==> src/rtl/demux_sched_pkg.sv <==
// Shared types and helpers for the burst-scheduling 1-to-4 demux.
package demux_sched_pkg;

  localparam int unsigned NCH  = 4;
  localparam int unsigned SELW = 2;

  typedef enum logic [1:0] {
    IDLE  = 2'd0,
    ARB   = 2'd1,
    XFER  = 2'd2,
    DRAIN = 2'd3
  } state_e;

  // Round-robin: first enabled channel after 'last', wrapping back to 'last' itself.
  function automatic logic [SELW-1:0] rr_pick(input logic [NCH-1:0] mask,
                                              input logic [SELW-1:0] last);
    logic [SELW-1:0] pick;
    logic [SELW-1:0] cand;
    logic            found;
    pick  = last;
    found = 1'b0;
    for (int unsigned i = 1; i <= NCH; i++) begin
      cand = last + SELW'(i);
      if (!found && mask[cand]) begin
        pick  = cand;
        found = 1'b1;
      end
    end
    return pick;
  endfunction

endpackage

==> src/rtl/demux_burst_scheduler_if.sv <==
// Stream-in / four-channel-out bundle of the burst scheduler.
interface demux_burst_scheduler_if #(parameter int DW = 8);
  import demux_sched_pkg::*;

  logic                en;
  logic [NCH-1:0]      chan_mask;
  logic                in_valid;
  logic [DW-1:0]       in_data;
  logic                in_ready;
  logic [NCH-1:0]      out_valid;
  logic [NCH*DW-1:0]   out_data;
  logic [NCH-1:0]      out_ready;
  logic [SELW-1:0]     sel;
  logic                busy;

  // master: the scheduler itself; slave: source/consumer environment.
  modport master (input  en, chan_mask, in_valid, in_data, out_ready,
                  output in_ready, out_valid, out_data, sel, busy);
  modport slave  (output en, chan_mask, in_valid, in_data, out_ready,
                  input  in_ready, out_valid, out_data, sel, busy);
endinterface

==> src/rtl/demux_route_1x4.sv <==
// Combinational 1-to-4 route of the hold stage onto the selected channel.
module demux_route_1x4
  import demux_sched_pkg::*;
#(
  parameter int DW = 8
) (
  input  logic              valid,
  input  logic [DW-1:0]     data,
  input  logic [SELW-1:0]   sel,
  output logic [NCH-1:0]    out_valid,
  output logic [NCH*DW-1:0] out_data
);

  // Data is always steered to the selected slice; only valid is qualified.
  always_comb begin
    out_valid = '0;
    out_data  = '0;
    out_valid[sel] = valid;
    out_data[int'(sel)*DW +: DW] = data;
  end

endmodule

==> src/rtl/demux_burst_scheduler.sv <==
// Round-robin burst dispatcher of one stream onto four channels via a hold register.
module demux_burst_scheduler
  import demux_sched_pkg::*;
#(
  parameter int DW    = 8,
  parameter int BURST = 4
) (
  input logic                     clk,
  input logic                     rst,
  demux_burst_scheduler_if.master bus
);

  localparam int CW = $clog2(BURST + 1);

  state_e          state_q, state_d;
  logic [SELW-1:0] sel_q, sel_d;
  logic [SELW-1:0] last_q, last_d;
  logic [CW-1:0]   cnt_q, cnt_d;
  logic            hold_valid_q, hold_valid_d;
  logic [DW-1:0]   hold_data_q, hold_data_d;
  logic            fire, accept, in_ready;

  always_comb begin
    fire     = hold_valid_q && bus.out_ready[sel_q];
    in_ready = bus.en && (state_q == XFER) && (!hold_valid_q || bus.out_ready[sel_q]);
    accept   = bus.in_valid && in_ready;

    state_d      = state_q;
    sel_d        = sel_q;
    last_d       = last_q;
    cnt_d        = cnt_q;
    hold_valid_d = hold_valid_q;
    hold_data_d  = hold_data_q;

    // A simultaneous fire and accept leaves the hold full with the new beat.
    if (accept) begin
      hold_valid_d = 1'b1;
      hold_data_d  = bus.in_data;
    end else if (fire) begin
      hold_valid_d = 1'b0;
    end

    case (state_q)
      IDLE: if (bus.en && bus.chan_mask != '0) state_d = ARB;
      ARB: begin
        if (!bus.en || bus.chan_mask == '0) begin
          state_d = IDLE;
        end else begin
          sel_d   = rr_pick(bus.chan_mask, last_q);
          last_d  = sel_d;
          cnt_d   = '0;
          state_d = XFER;
        end
      end
      XFER: begin
        if (accept) begin
          cnt_d = cnt_q + 1'b1;
          if (cnt_q == CW'(BURST - 1)) state_d = DRAIN;
        end else if (!bus.en) begin
          state_d = DRAIN;
        end
      end
      DRAIN: if (!hold_valid_q || fire) state_d = bus.en ? ARB : IDLE;
      default: state_d = IDLE;
    endcase
  end

  always_ff @(posedge clk or posedge rst) begin
    if (rst) begin
      state_q      <= IDLE;
      sel_q        <= '0;
      last_q       <= '1;
      cnt_q        <= '0;
      hold_valid_q <= 1'b0;
      hold_data_q  <= '0;
    end else begin
      state_q      <= state_d;
      sel_q        <= sel_d;
      last_q       <= last_d;
      cnt_q        <= cnt_d;
      hold_valid_q <= hold_valid_d;
      hold_data_q  <= hold_data_d;
    end
  end

  assign bus.in_ready = in_ready;
  assign bus.sel      = sel_q;
  assign bus.busy     = (state_q != IDLE) || hold_valid_q;

  demux_route_1x4 #(.DW(DW)) u_route (
    .valid     (hold_valid_q),
    .data      (hold_data_q),
    .sel       (sel_q),
    .out_valid (bus.out_valid),
    .out_data  (bus.out_data)
  );

endmodule
==> src/flat_wrapper.sv <==
// flat-port wrapper written by rule: the top's interface ports become plain ports
module demux_burst_scheduler_flat import demux_sched_pkg::*;
#(
  parameter int DW    = 8,
  parameter int BURST = 4
)
  (clk, rst, bus_en, bus_chan_mask, bus_in_valid, bus_in_data, bus_out_ready, bus_in_ready, bus_out_valid, bus_out_data, bus_sel, bus_busy);
  demux_burst_scheduler_if #(.DW(DW)) bus_i ();
  input logic clk;
  input logic rst;
  input wire logic [$bits(bus_i.en)-1:0] bus_en;
  input wire logic [$bits(bus_i.chan_mask)-1:0] bus_chan_mask;
  input wire logic [$bits(bus_i.in_valid)-1:0] bus_in_valid;
  input wire logic [$bits(bus_i.in_data)-1:0] bus_in_data;
  input wire logic [$bits(bus_i.out_ready)-1:0] bus_out_ready;
  output wire logic [$bits(bus_i.in_ready)-1:0] bus_in_ready;
  output wire logic [$bits(bus_i.out_valid)-1:0] bus_out_valid;
  output wire logic [$bits(bus_i.out_data)-1:0] bus_out_data;
  output wire logic [$bits(bus_i.sel)-1:0] bus_sel;
  output wire logic [$bits(bus_i.busy)-1:0] bus_busy;
  assign bus_i.en = bus_en;
  assign bus_i.chan_mask = bus_chan_mask;
  assign bus_i.in_valid = bus_in_valid;
  assign bus_i.in_data = bus_in_data;
  assign bus_i.out_ready = bus_out_ready;
  assign bus_in_ready = bus_i.in_ready;
  assign bus_out_valid = bus_i.out_valid;
  assign bus_out_data = bus_i.out_data;
  assign bus_sel = bus_i.sel;
  assign bus_busy = bus_i.busy;
  demux_burst_scheduler #(.DW(DW), .BURST(BURST)) u_core (.clk(clk), .rst(rst), .bus(bus_i));
endmodule
==> config.mk <==
export PLATFORM = sky130hd
export DESIGN_NAME = demux_burst_scheduler_flat
export DESIGN_NICKNAME = d
export VERILOG_FILES = /design/src/rtl/demux_sched_pkg.sv /design/src/rtl/demux_burst_scheduler_if.sv /design/src/rtl/demux_route_1x4.sv /design/src/rtl/demux_burst_scheduler.sv /design/src/flat_wrapper.sv
export SDC_FILE = /design/constraint.sdc
export NUM_CORES = 1
export LEC_CHECK = 0
export CORE_AREA = 8 8 67 69
export CTS_BUF_LIST = sky130_fd_sc_hd__clkbuf_2
export DETAILED_ROUTE_END_ITERATION = 8
export DIE_AREA = 0 0 75 77
export PLACE_DENSITY_LB_ADDON = 0.25
export REMOVE_ABC_BUFFERS = 1
export SYNTH_ARGS = -nofsm -noshare
export SYNTH_HDL_FRONTEND = slang
export SYNTH_HIERARCHICAL = 1
export SYNTH_SLANG_ARGS = --single-unit
==> constraint.sdc <==
create_clock -name clk -period 2.56 [get_ports clk]
set_input_delay 0.384 -clock clk [delete_from_list [all_inputs] [get_ports clk]]
set_output_delay 0.384 -clock clk [all_outputs]
set_load 0.01 [all_outputs]
==> summary.txt <==
Power
  • Share of total power in the clock network: 7.1%
  • Maximum vdd ir drop: 0.000539 V
  • Switching share of total power: 41.4%
  • Net Switching: 0.000675 W
  • Comb pwr share: 60.6%
  • Internal power: 0.000954 W
  • Reg power frac: 32.3%
  • P per Cell Area: 717 nW/um^2
  • LEAKAGE: 1.37 nW

Flow run
  • Number of max-cap violations: 0

STA
  • Slew headroom: 56.0%
  • Pins Over Slew Limit: 0
  • Final Hold Violating Endpoints: 0
  • Unrepaired setup endpoints after global routing: yes
  • Fmax achieved: 404 MHz
  • Worst Skew: 1.46 ps
  • Final Setup Violations: 0
  • Post-layout worst setup margin: 83.3 ps
  • Final Cycle Share: 96.7%
  • Actual slew at the worst max-slew pin: 659 ps
  • Worst hold slack across all endpoints: 461 ps
  • Tmin final: 2480 ps

Route
  • Drc violations: 0
  • Routed WL per cell: 15.9 um
  • Router iterations before antenna repair: 4
  • Wire length after detailed routing: 4.29 mm
  • DRC violation total after the first TritonRoute iteration: 36
  • Vias per Instance: 5.14
  • Remaining antenna violation count: 0
  • Via count of the routed design: 1389

Global route
  • First-pass GRT wire length: 6.46 mm
  • Global routing met1 resource utilization: 15.4%
  • Residual overflow from global routing: 0
  • Pin count of the biggest net entering global routing: 19
  • Fraction of met3 tracks used by global routing: 2.86%
  • Antenna violations before repair: 0
  • Number of global-route vias before repair: 1333
  • M2 GR Usage: 25.0%
  • Most Used Layer, Global Route: met2
  • Global-route total usage across every layer: 13.7%

Setup path
  • Worst Setup End Kind: primary output
  • Endpoint of the worst register-to-register path: u_core/hold_data_q[5]
  • Data required time at the worst endpoint: 2180 ps
  • Sort of element at the start of the critical path: register
  • Cell depth of the worst flop-to-flop path: 6
  • Setup slack, reg-to-reg: 530 ps
  • Category of the most critical setup path: register to primary output
  • Signal arrival time at the worst endpoint: 2090 ps
  • Beginning of the worst register-to-register path: u_core/state_q[0]
  • Crit path max fanout: 7

Clocking
  • Number of CTS-inserted buffers: 3
  • Cell at the root of the clock tree: sky130_fd_sc_hd__clkbuf_2
  • Clock latency reported for the late side of the worst-skew pair: 280 ps
  • Buffer depth of the longest clock path: 2
  • Total clock sinks: 18
  • Maximum level of the CTS H-tree: 1
  • Reg clk slew, reported paths: 160 ps
  • Clock tree from TritonCTS: built

Final layout
  • Antenna cells: 0
  • Number of fillers in the final layout: 298
  • Commonest cells after routing, fill and taps aside: sky130_fd_sc_hd__clkdlybuf4s50_1 (37), sky130_fd_sc_hd__and2_1 (34), sky130_fd_sc_hd__dlymetal6s2s_1 (22)
  • Area growth from synthesis to layout: 54.7%
  • Final core utilization: 65.0%
  • Layout cell share with drive strength beyond 1: 14.9%
  • Layout net count: 258
  • Most common cell after layout, fill and taps aside: sky130_fd_sc_hd__clkdlybuf4s50_1
  • Final design instance area without fill: 2270 sq um

Floorplanning
  • Total core area: 3500 sq um
  • Chip Width: 75 um
  • # rows: 22
  • Die Area: 5780 sq um
  • Initial cell density of the core: 42.0%
  • Boundary pin count: 60
  • Die outline height: 77 um

Placed design
  • Placed cell areas: 2130 sq um
  • Last weighted congestion value of the routability-driven placer: 0.764
  • Half-perimeter wire length after detailed placement: 3.37 mm
  • Number of port buffers: 59
  • Pre-CTS worst setup slack: 60.3 ps

Status
  • Outcome: complete, no violations

Logic synthesis
  • Synth area leaders: sky130_fd_sc_hd__dfrtp_1 (27%), sky130_fd_sc_hd__and2_1 (14%), sky130_fd_sc_hd__ha_1 (13%)
  • Most area-hungry cell type in the Yosys netlist: sky130_fd_sc_hd__dfrtp_1
  • Sequential fraction of the synthesis area: 30.9%
  • Flops & latches, synth: 18
  • Number of enable-type register cells in the synthesized netlist: 0
  • Share of Yosys cell area claimed by the top area cell type: 27.3%
  • Total standard cell area after synthesis: 1470 sq um
  • Synthesized area divided by synthesized cell count: 9.66 sq um
  • Synthesis Warnings: 6
  • Primary FF master, synth: sky130_fd_sc_hd__dfrtp_1
  • Synth unique cells: 43
  • Post-synthesis instance total: 152
  • Share of synthesized flip-flops with an asynchronous set or reset: 100%

Worst hold path
  • Min-Delay Path Class: input port to asynchronous set/reset pin
worst max-delay path, stage by stage, from the launching register on:
cell and delay, ps:
sky130_fd_sc_hd__dfrtp_1 430, sky130_fd_sc_hd__inv_2 130, sky130_fd_sc_hd__ha_4 240, sky130_fd_sc_hd__and4bb_4 350
sky130_fd_sc_hd__and2_1 140, sky130_fd_sc_hd__clkdlybuf4s50_1 530
synthesized netlist by cell type, types with 2 or more instances:
| library cell | number |
|---|---|
| sky130_fd_sc_hd__and2_1 | 34 |
| sky130_fd_sc_hd__dfrtp_1 | 16 |
| sky130_fd_sc_hd__ha_1 | 15 |
| sky130_fd_sc_hd__inv_1 | 10 |
| sky130_fd_sc_hd__nand2_1 | 10 |
| sky130_fd_sc_hd__mux2_2 | 8 |
| sky130_fd_sc_hd__nand3_1 | 5 |
| sky130_fd_sc_hd__nor2_1 | 4 |
| sky130_fd_sc_hd__a21o_1 | 3 |
| sky130_fd_sc_hd__mux2i_1 | 3 |
| sky130_fd_sc_hd__nand2b_1 | 3 |
| sky130_fd_sc_hd__a21oi_1 | 2 |
| sky130_fd_sc_hd__a2bb2oi_1 | 2 |
| sky130_fd_sc_hd__and4bb_1 | 2 |
| sky130_fd_sc_hd__dfstp_2 | 2 |
| sky130_fd_sc_hd__nand3b_1 | 2 |
| sky130_fd_sc_hd__nor3b_1 | 2 |
| sky130_fd_sc_hd__nor4_1 | 2 |
| sky130_fd_sc_hd__o2111ai_1 | 2 |
| sky130_fd_sc_hd__o21ai_0 | 2 |
layout make-up:
class                           count  area (sq um)  share of cell area, %
Inverter                           10          37.5                   1.65
Clock inverter                      1          3.75                  0.165
Multi-Input combinational cell    123           992                   43.7
Tap cell                           48          60.1                   2.64
Timing Repair Buffer               67           709                   31.2
Clock buffer                        3          15.0                  0.661
Sequential cell                    18           453                   19.9
how the worst max path moves through the flow:
stage	from	endpoint	slack, ps	cells past startpoint
after floorplan	u_core/bus.sel[0]	bus_out_data[0]	550	4
after global placement	bus_out_ready[3]	bus_in_ready	60	5
after detailed placement	bus_out_ready[3]	bus_in_ready	60	5
after CTS	u_core/bus.sel[1]	bus_out_data[18]	7	5
after global routing	u_core/bus.sel[0]	bus_out_data[16]	-20	6
final	u_core/bus.sel[0]	bus_out_data[29]	80	5
power by group through the flow:
stage / registers (W) / clock network, W / logic (W)
2_1_floorplan: 0.000527 / 0 / 0.000537
3_3_place_gp: 0.000514 / 0 / 0.000866
3_5_place_dp: 0.000527 / 0 / 0.000911
4_1_cts: 0.000521 / 0.000122 / 0.000944
5_1_grt: 0.000545 / 0.000135 / 0.00108
6_report: 0.000525 / 0.000116 / 0.000988
sequential cells by signal, indices dropped and copies added (netlist names), named ones only:
register             count
u_core/cnt_q             3
u_core/bus.sel           2
u_core/hold_valid_q      1
u_core/hold_data_q       8
u_core/state_q           1
u_core/last_q            2
cells by family (layout without fill, tap and decap cells):
logic type	count (synthesis)	in the layout	share of synthesized area [%]
fa+ha+maj	15	15	12.8
compound gates	23	23	13.5
mux	11	11	8.18
buf+inv	11	81	3.33
simple gates	74	74	31.4
flops	18	18	30.9
routing by layer:
metal | share of wire, % | up-vias
li1 | - | 680
met1 | 41 | 667
met2 | 52 | 40
met3 | 6.8 | 2
met4 | 0.30 | 0
met5 | 0 | -
what timing repair did:
action | 4_1_cts | 5_1_grt
gates resized for setup | 4 | 28
buffers inserted | 0 | 5
pin swaps | 1 | 2
hold buffers | 0 | 0
endpoints found under the setup margin | 30 | 30
per-stage QoR:
| step | TNS, ps | std cells | power [W] |
|---|---|---|---|
| after floorplan | 0 | 151 | 0.00106 |
| after global placement | 0 | 261 | 0.00138 |
| after detailed placement | 0 | 261 | 0.00144 |
| after CTS | 0 | 265 | 0.00159 |
| after global routing | -62.8 | 270 | 0.00176 |
| final | 0 | 270 | 0.00163 |
Note: power is estimated with default switching activity, not from simulation.
